`src/rtl/bus_cmd_frontend.sv`:
```
// bus_cmd_frontend: operator front-end for the system bus.
// Debounces N_MASTERS trigger buttons plus a load button. In config mode a
// load press captures switch_array into an indexed field bank; in run mode a
// trigger press runs a per-master start handshake with busy timeout.
// Handshake: m_start pulses one cycle; the master answers by raising m_busy
// within BUSY_TIMEOUT cycles and lowering it when done. A busy that is
// already high at press time is waited out before m_start is issued.
module bus_cmd_frontend #(
  parameter int N_MASTERS       = 2,
  parameter int SW_WIDTH        = 12,
  parameter int N_FIELDS        = 4,
  parameter int DEBOUNCE_CYCLES = 8,
  parameter int BUSY_TIMEOUT    = 16,
  localparam int IDX_W          = (N_FIELDS > 1) ? $clog2(N_FIELDS) : 1
) (
  input  logic                          clock,
  input  logic                          rst,
  input  logic                          enable,
  input  logic [N_MASTERS-1:0]          btn_raw,
  input  logic                          load_btn_raw,
  input  logic                          mode_switch,
  input  logic [N_MASTERS-1:0]          rw_switch,
  input  logic [SW_WIDTH-1:0]           switch_array,
  input  logic [N_MASTERS-1:0]          m_busy,
  output logic [N_MASTERS-1:0]          m_start,
  output logic [N_MASTERS-1:0]          m_rw,
  output logic [N_MASTERS-1:0]          cmd_pending,
  output logic [N_MASTERS-1:0]          cmd_error,
  output logic [N_FIELDS*SW_WIDTH-1:0]  field_data,
  output logic [IDX_W-1:0]              field_idx,
  output logic [3*N_MASTERS-1:0]        o_dbg_state
);

  // Button inputs: bits [N_MASTERS-1:0] are triggers, bit N_MASTERS is load.
  localparam int N_IN = N_MASTERS + 1;
  localparam int DB_W = $clog2(DEBOUNCE_CYCLES + 1);
  localparam int TO_W = $clog2(BUSY_TIMEOUT);

  typedef enum logic [2:0] {
    S_IDLE    = 3'd0,
    S_PENDING = 3'd1,
    S_START   = 3'd2,
    S_ACK     = 3'd3,
    S_ACTIVE  = 3'd4
  } state_t;

  logic [N_IN-1:0]     w_raw;
  logic [N_IN-1:0]     r_sync1;
  logic [N_IN-1:0]     r_sync2;
  logic [N_IN-1:0]     r_db;
  logic [N_IN-1:0]     r_press;
  logic [N_IN-1:0]     r_armed;
  logic [DB_W-1:0]     r_db_cnt [N_IN];
  logic [1:0]          r_settle;
  logic                w_settled;
  logic                w_load_press;

  logic [SW_WIDTH-1:0] r_field [N_FIELDS];
  logic [IDX_W-1:0]    r_field_idx;

  state_t              r_state  [N_MASTERS];
  logic [TO_W-1:0]     r_to_cnt [N_MASTERS];
  logic [N_MASTERS-1:0] r_start;
  logic [N_MASTERS-1:0] r_rw;
  logic [N_MASTERS-1:0] r_pending;
  logic [N_MASTERS-1:0] r_err;

  assign w_raw        = {load_btn_raw, btn_raw};
  assign w_settled    = (r_settle == 2'd2);
  assign w_load_press = r_press[N_MASTERS];

  // Two-flop synchroniser; reset value is "released".
  always_ff @(posedge clock or posedge rst) begin
    if (rst) begin
      r_sync1 <= '1;
      r_sync2 <= '1;
    end else begin
      r_sync1 <= w_raw;
      r_sync2 <= r_sync1;
    end
  end

  // Marks when the synchroniser holds real pin values again after reset.
  always_ff @(posedge clock or posedge rst) begin
    if (rst) r_settle <= 2'd0;
    else if (!w_settled) r_settle <= r_settle + 2'd1;
  end

  // Debouncer with press pulse; a button held through reset must be released
  // once (armed) before its next press produces an event.
  always_ff @(posedge clock or posedge rst) begin
    if (rst) begin
      r_db    <= '1;
      r_press <= '0;
      r_armed <= '0;
      for (int k = 0; k < N_IN; k++) r_db_cnt[k] <= '0;
    end else begin
      for (int k = 0; k < N_IN; k++) begin
        r_press[k] <= 1'b0;
        if (w_settled && r_sync2[k]) r_armed[k] <= 1'b1;
        if (r_sync2[k] == r_db[k]) begin
          r_db_cnt[k] <= '0;
        end else if (r_db_cnt[k] == DB_W'(DEBOUNCE_CYCLES)) begin
          r_db[k]     <= r_sync2[k];
          r_db_cnt[k] <= '0;
          r_press[k]  <= ~r_sync2[k] & r_armed[k];
        end else begin
          r_db_cnt[k] <= r_db_cnt[k] + 1'b1;
        end
      end
    end
  end

  // Field bank: config-mode load press stores switch_array and advances index.
  always_ff @(posedge clock or posedge rst) begin
    if (rst) begin
      r_field_idx <= '0;
      for (int k = 0; k < N_FIELDS; k++) r_field[k] <= '0;
    end else if (w_load_press && !mode_switch && enable) begin
      r_field[r_field_idx] <= switch_array;
      r_field_idx <= (r_field_idx == IDX_W'(N_FIELDS - 1)) ? '0 : r_field_idx + 1'b1;
    end
  end

  // Per-master start handshake FSMs with registered outputs.
  always_ff @(posedge clock or posedge rst) begin
    if (rst) begin
      r_start   <= '0;
      r_rw      <= '0;
      r_pending <= '0;
      r_err     <= '0;
      for (int i = 0; i < N_MASTERS; i++) begin
        r_state[i]  <= S_IDLE;
        r_to_cnt[i] <= '0;
      end
    end else begin
      for (int i = 0; i < N_MASTERS; i++) begin
        r_start[i] <= 1'b0;
        case (r_state[i])
          S_IDLE: begin
            if (r_press[i] && mode_switch && enable) begin
              r_rw[i]      <= rw_switch[i];
              r_err[i]     <= 1'b0;
              r_pending[i] <= 1'b1;
              if (!m_busy[i]) begin
                r_state[i] <= S_START;
                r_start[i] <= 1'b1;
              end else begin
                r_state[i] <= S_PENDING;
              end
            end
          end
          S_PENDING: begin
            if (!m_busy[i]) begin
              r_state[i] <= S_START;
              r_start[i] <= 1'b1;
            end
          end
          S_START: begin
            r_state[i]  <= S_ACK;
            r_to_cnt[i] <= TO_W'(BUSY_TIMEOUT - 1);
          end
          S_ACK: begin
            if (m_busy[i]) begin
              r_state[i] <= S_ACTIVE;
            end else if (r_to_cnt[i] == '0) begin
              r_err[i]     <= 1'b1;
              r_pending[i] <= 1'b0;
              r_state[i]   <= S_IDLE;
            end else begin
              r_to_cnt[i] <= r_to_cnt[i] - 1'b1;
            end
          end
          S_ACTIVE: begin
            if (!m_busy[i]) begin
              r_pending[i] <= 1'b0;
              r_state[i]   <= S_IDLE;
            end
          end
          default: begin
            r_pending[i] <= 1'b0;
            r_state[i]   <= S_IDLE;
          end
        endcase
      end
    end
  end

  for (genvar k = 0; k < N_FIELDS; k++) begin : g_field
    assign field_data[k*SW_WIDTH +: SW_WIDTH] = r_field[k];
  end

  for (genvar i = 0; i < N_MASTERS; i++) begin : g_dbg
    assign o_dbg_state[3*i +: 3] = r_state[i];
  end

  assign m_start     = r_start;
  assign m_rw        = r_rw;
  assign cmd_pending = r_pending;
  assign cmd_error   = r_err;
  assign field_idx   = r_field_idx;

endmodule

```
`config.mk`:
```
export PLATFORM = sky130hd
export DESIGN_NAME = bus_cmd_frontend
export DESIGN_NICKNAME = d
export VERILOG_FILES = /design/src/rtl/bus_cmd_frontend.sv
export SDC_FILE = /design/constraint.sdc
export NUM_CORES = 1
export LEC_CHECK = 0
export ABC_CLOCK_PERIOD_IN_PS = 3900
export CAP_MARGIN = 10
export CORE_MARGIN = 3
export CORE_UTILIZATION = 31
export CTS_CLUSTER_DIAMETER = 40
export DETAILED_ROUTE_END_ITERATION = 8
export SETUP_SLACK_MARGIN = 0.3
export SLEW_MARGIN = 10
export SYNTH_ARGS = -nofsm -noshare
export SYNTH_HDL_FRONTEND = slang
export SYNTH_SLANG_ARGS = --single-unit
```
`constraint.sdc`:
```
create_clock -name clock -period 3.9 [get_ports clock]
set_input_delay 0.975 -clock clock [delete_from_list [all_inputs] [get_ports clock]]
set_output_delay 0.975 -clock clock [all_outputs]
set_load 0.005 [all_outputs]
```
== Word-level counts from Yosys, hierarchy flattened ==
Index checks and enable logic that the tools add are counted.
Operators by class
  $add $sub $neg: 7
  order comparisons: 2
  equality and inequality tests: 30
  muxes and demuxes: 60
  bitwise logic cells: 12
  reduce and logical (&&, ||, !) cells: 34
Operator list (count)
  48-bit bitwise mux: 1
  4-bit 2-to-1 mux: 10
  3-bit 2-to-1 mux: 10
  3-bit case mux with 5 select lines: 2
  12-bit demux with 2-bit select: 1
  1-bit 2-to-1 mux: 24
  2-bit inequality test (second input constant): 12
  4-bit case mux with 2 select lines: 2
  4-bit AND reduction: 4
  4-bit by 1-bit adder with 4-bit output (second input constant): 3
  3-bit by 2-bit equality test with 1-bit output (second input constant): 4
  4-bit equality test (second input constant): 3
  12-bit 2-to-1 mux: 1
  1-bit logical AND: 10
  2-bit AND reduction: 5
  5-bit AND reduction: 2
  4-bit logical NOT: 2
  1-bit inverter: 8
  1-bit case mux with 2 select lines: 4
  1-bit case mux with 4 select lines: 2
  2-bit nonzero test: 4
  4-bit by 1-bit subtractor with 4-bit output (second input constant): 2
  3-bit by 1-bit equality test with 1-bit output (second input constant): 2
  3-bit equality test (second input constant): 2
  other kinds (13): 25
Word-level totals
  bits in registers: 101
  input bits: 23
  logic and storage cells: 174

== Longest topological paths before layout ==
  word-level depth: 6
  gate-level depth with buffers: 6

== Worst setup path after synthesis ==
Ideal clock, no wire load.
  kind: in2reg
  start: in enable
  end: reg r_field, in the netlist field_data[13]
  library setup time: 125 ps
  arrival time: 1818 ps
  data required time: 3775 ps
  path slack: 1957 ps
  cell stages on the path: 5
  path buffers: 2
  cell sequence: and3b_1 buf_6 nand2_4 buf_6 mux2_2
On the way
  longest elaborated chain between the ends: 1
RTL lines
  from (decl): line 18  | input logic enable,
  1-bit logical AND: line 119  | end else if (w_load_press && !mode_switch && enable) begin
  to (signal, indexed assignment): line 120  | r_field[r_field_idx] <= switch_array;
  to (decl): line 58  | logic [SW_WIDTH-1:0] r_field [N_FIELDS];
No other way between the ends.
A chain may end at the register's enable or synchronous reset.

== Worst setup path after layout ==
  start: reg r_state, in the netlist o_dbg_state[0]
  end: out o_dbg_state[0]
RTL lines
  from (decl): line 61  | state_t r_state [N_MASTERS];
  from (signal, indexed assignment): line 133  | r_state[i] <= S_IDLE;
  from (signal, indexed assignment): line 146  | r_state[i] <= S_START;
  from (signal, indexed assignment): line 149  | r_state[i] <= S_PENDING;
  to (decl): line 31  | output logic [3*N_MASTERS-1:0] o_dbg_state
No word-level cell between the ends.

==> summary.md <==
| Metric | Value |
|---|---|
| Total CTS buffers | 9 |
| I/O Buffers | 86 |
| Layout Nets | around 460 |
| Post-DP HPWL | roughly 6400 um |
| Gr ovfl total | 0 |
| Antenna cell count | 0 |
| Vias per cell | 4.61 |
| Antenna violations before repair | 0 |
| Leak | about 2.6 nW |
| Final wirelength | 8850 um |
| R2r setup slk | about 2.2 ns |
| Sink Count | 101 |
| Hold Crit Class | flip-flop to flip-flop |
| GRT Resource Usage Total | a little under an eighth |
| Crit path max-delay cell type | dfrtp_1 |
| Crit-path cells | clkdlybuf4s50_1 |
| Critical Path AT | 1.52 ns |
| Max Slew Vio Count | 0 |
| Hold Startpoint | r_sync1[2]$_DFF_PP1_ |
| Ys flop type | dfrtp_1 |
| Non-Filler Instances | 608 |
| Die Area | about 0.015 sq mm |
| Hold endpoint | r_sync2[2]$_DFF_PP1_ |
| Initial detailed-routing violation count | between 100 and 150 |
| DR pass1 iterations | 4 |
| Clock Skew | around 0.0087 ns |
| Synthesized cell area | about 0.0043 sq mm |
| R2r endpoint | cmd_pending[1]$_DFFE_PP0P_ |
| Global-route wire length before repair | approximately 15000 um |
| Syn Area/Cell | 12.8 sq um |
| Die height | approximately 120 um |
| Crit path buf inv count | 1 |
| Post-synth net total | about 380 |
| Slew @ Worst Pin | between 0.9 and 1 ns |
| Remaining DRCs | 0 |
| Placeable core area | around 0.013 sq mm |
| CP max stage delay | ~0.60 ns |
| Min cycle time layout | about 2.5 ns |
| H-Tree Depth | 3 |
| Vias | between 2000 and 3000 |
| Routability Congestion | ~0.73 |
| Startpoint types | flip-flop |
| Max-cap violations | 0 |
| EDFF count, synth | 0 |
| Num ports | between 80 and 90 |
| Inst Count DP | 592 |
| CTS tree | done |
| Status | completed |
| Largest net degree at the start of global routing | 49 |
| Clock slew at reported path FFs | 0.07 ns |
| Post-synth cell types | 48 |
| Hold Path Stages | 0 |
| Post_cts resized | 0 |
| Final Hold Vio Count | 0 |
| Delay-heaviest family, CP | flip-flops |
| Yosys reg bits | 101 |
| Routed len/inst | between 10 and 15 um |
| Largest fanout on the critical path | 14 |
| Mapped Cells | 339 |
| RSZ-0062 raised after global routing | false |
| Post-CTS setup buffer count | 0 |
| Root Driver | clkbuf_16 |
| Critical R2R Launch | r_to_cnt[0]$_DFFE_PP0P_ |
| Total Negative Setup Slacks | 0 ns |
| Critical path class | flip-flop to output pin |
| YS warnings | 0 |
| Maximum VDD drop | ~0.25 mV |
| Final setup fails | 0 |
| Chip width | between 100 and 150 um |
| Fmax | roughly 400 MHz |
| Vias in the first global route | 2833 |
| Clock tree buffer depth | 2 |
| Rel. slew slack | between 30% and 40% |
| Share of cells above drive strength 1 | 19.9% |
| Area delta synth->final | 29.9% |
| Detail Route Antenna Nets | 0 |
| PwrDens | around 440 mW/mm^2 |
| Period utilization | between 60% and 70% |
| CTS Hold Bufs | 0 |
| Ys async rst share | 100% |
| Worst-Skew Late Latency | approximately 0.34 ns |
| Crit end category | output pin |
| Worst r2r path cells | 5 |
| Post-synthesis sequential area ratio | between 50 and 60% |
| Row cnt | 42 |
| CP Data Required Time | roughly 2.9 ns |
| Post-layout util | between 40% and 50% |
| Starting Density | 32.2% |
[report_power, final]
group          internal (W)  leakage [nW]  switching, W
logic              0.000204          1.16      0.000203
registers           0.00113          1.29      0.000115
clock network      0.000449         0.136      0.000376
total               0.00179          2.59      0.000694
[synthesized netlist by cell type (all sizes together), types with 2 or more instances]
library cell  count  area [sq um]
dfrtp            92          2300
mux2             54           619
nand2            26           128
inv              21          78.8
nor2             21          78.8
a21oi            15          78.8
ha               13           163
buf               9          78.8
dfstp             9           236
o21ai             8          40.0
nor3              7          35.0
xnor2             7          61.3
mux2i             6          60.1
nor2b             6          37.5
nor3b             6          50.1
nand3b            4          30.0
a21o              3          22.5
nand3             3          15.0
nor4              3          18.8
a2111oi           2          17.5
a211oi            2          20.0
a22o              2          17.5
a311oi            2          17.5
clkbuf            2          7.51
[cell type report]
class	count	area [sq um]
multi-input cells	206	1630
inverters	21	82.6
clock inverters	4	23.8
fillers	1325	7820
repair buffers	88	888
clock buffers	12	246
well taps	176	220
flip-flops and latches	101	2540
[worst max path at each step]
stage	start	to	slack [ns]	depth (start not counted)
4_1_cts	o_dbg_state[0]$_DFFE_PP0P_	o_dbg_state[0]	1.38	1
6_report	o_dbg_state[0]$_DFFE_PP0P_	o_dbg_state[0]	1.40	1
3_3_place_gp	mode_switch	field_data[11]$_DFFE_PP0P_	1.16	4
5_1_grt	o_dbg_state[0]$_DFFE_PP0P_	o_dbg_state[0]	1.33	1
3_5_place_dp	enable	field_data[11]$_DFFE_PP0P_	1.12	4
2_1_floorplan	rst	cmd_error[0]$_DFFE_PP0P_	1.73	1
[stage by stage]
step	setup WS, ns	hold WS, ns	total power, W	cell area [sq um]
6_report	1.40	0.356	0.00248	5630
5_1_grt	1.33	0.360	0.00263	5630
4_1_cts	1.38	0.357	0.00251	5630
3_5_place_dp	1.12	0.347	0.00168	5360
3_3_place_gp	1.16	0.346	0.00166	5360
2_1_floorplan	1.73	0.345	0.00152	4340
[sequential cells by signal, indices dropped and copies added, names as in the netlist]
signal / cells
field_data: 48
r_db_cnt: 12
r_to_cnt: 8
o_dbg_state: 6
r_armed: 3
r_db: 3
r_press: 3
r_sync1: 3
r_sync2: 3
cmd_error: 2
cmd_pending: 2
field_idx: 2
m_rw: 2
m_start: 2
r_settle: 2
[cell families (layout without fill, tap and decap cells)]
kind of cell | after synthesis | after routing | share of synthesized area, %
buffers and inverters | 32 | 125 | 3.81
DFF | 101 | 101 | 58.6
and+or+nand+nor | 82 | 82 | 10.0
AOI/OAI and AO/OA | 44 | 44 | 6.75
muxes | 60 | 60 | 15.7
xor gates and xnor gates | 7 | 7 | 1.41
adders and majority gates | 13 | 13 | 3.75
[placed cells by master (no fill, tap or decap), types with 2 or more instances in the layout]
cell type / Yosys / layout
mux2_2: 50 / 50
clkinv_2: 0 / 3
mux2_4: 3 / 3
nor2b_1: 6 / 6
a2111oi_0: 2 / 2
dfrtp_1: 92 / 92
nor4_1: 3 / 3
a21o_1: 3 / 3
nor2_1: 21 / 21
ha_1: 13 / 13
nand3_1: 3 / 3
nand3b_1: 4 / 4
a21oi_1: 14 / 14
nand2_1: 22 / 22
a22o_1: 2 / 2
clkbuf_1: 2 / 2
nor3b_1: 5 / 5
clkdlybuf4s50_1: 0 / 86
nand2_4: 4 / 4
clkbuf_16: 0 / 9
mux2i_1: 6 / 6
nor3_1: 7 / 7
a311oi_1: 2 / 2
xnor2_1: 7 / 7
o21ai_0: 8 / 8
dfstp_2: 9 / 9
inv_1: 21 / 20
[layer usage]
metal  global-route usage (%)  up-vias  share of wire, %
met2                     19.6       43                50
met3                     3.17       13               3.2
met5                        0        -                 0
met1                     14.8     1394                45
met4                     4.26        0               2.0
li1                         -     1355                 -
Power figures use the tool's default switching activity.
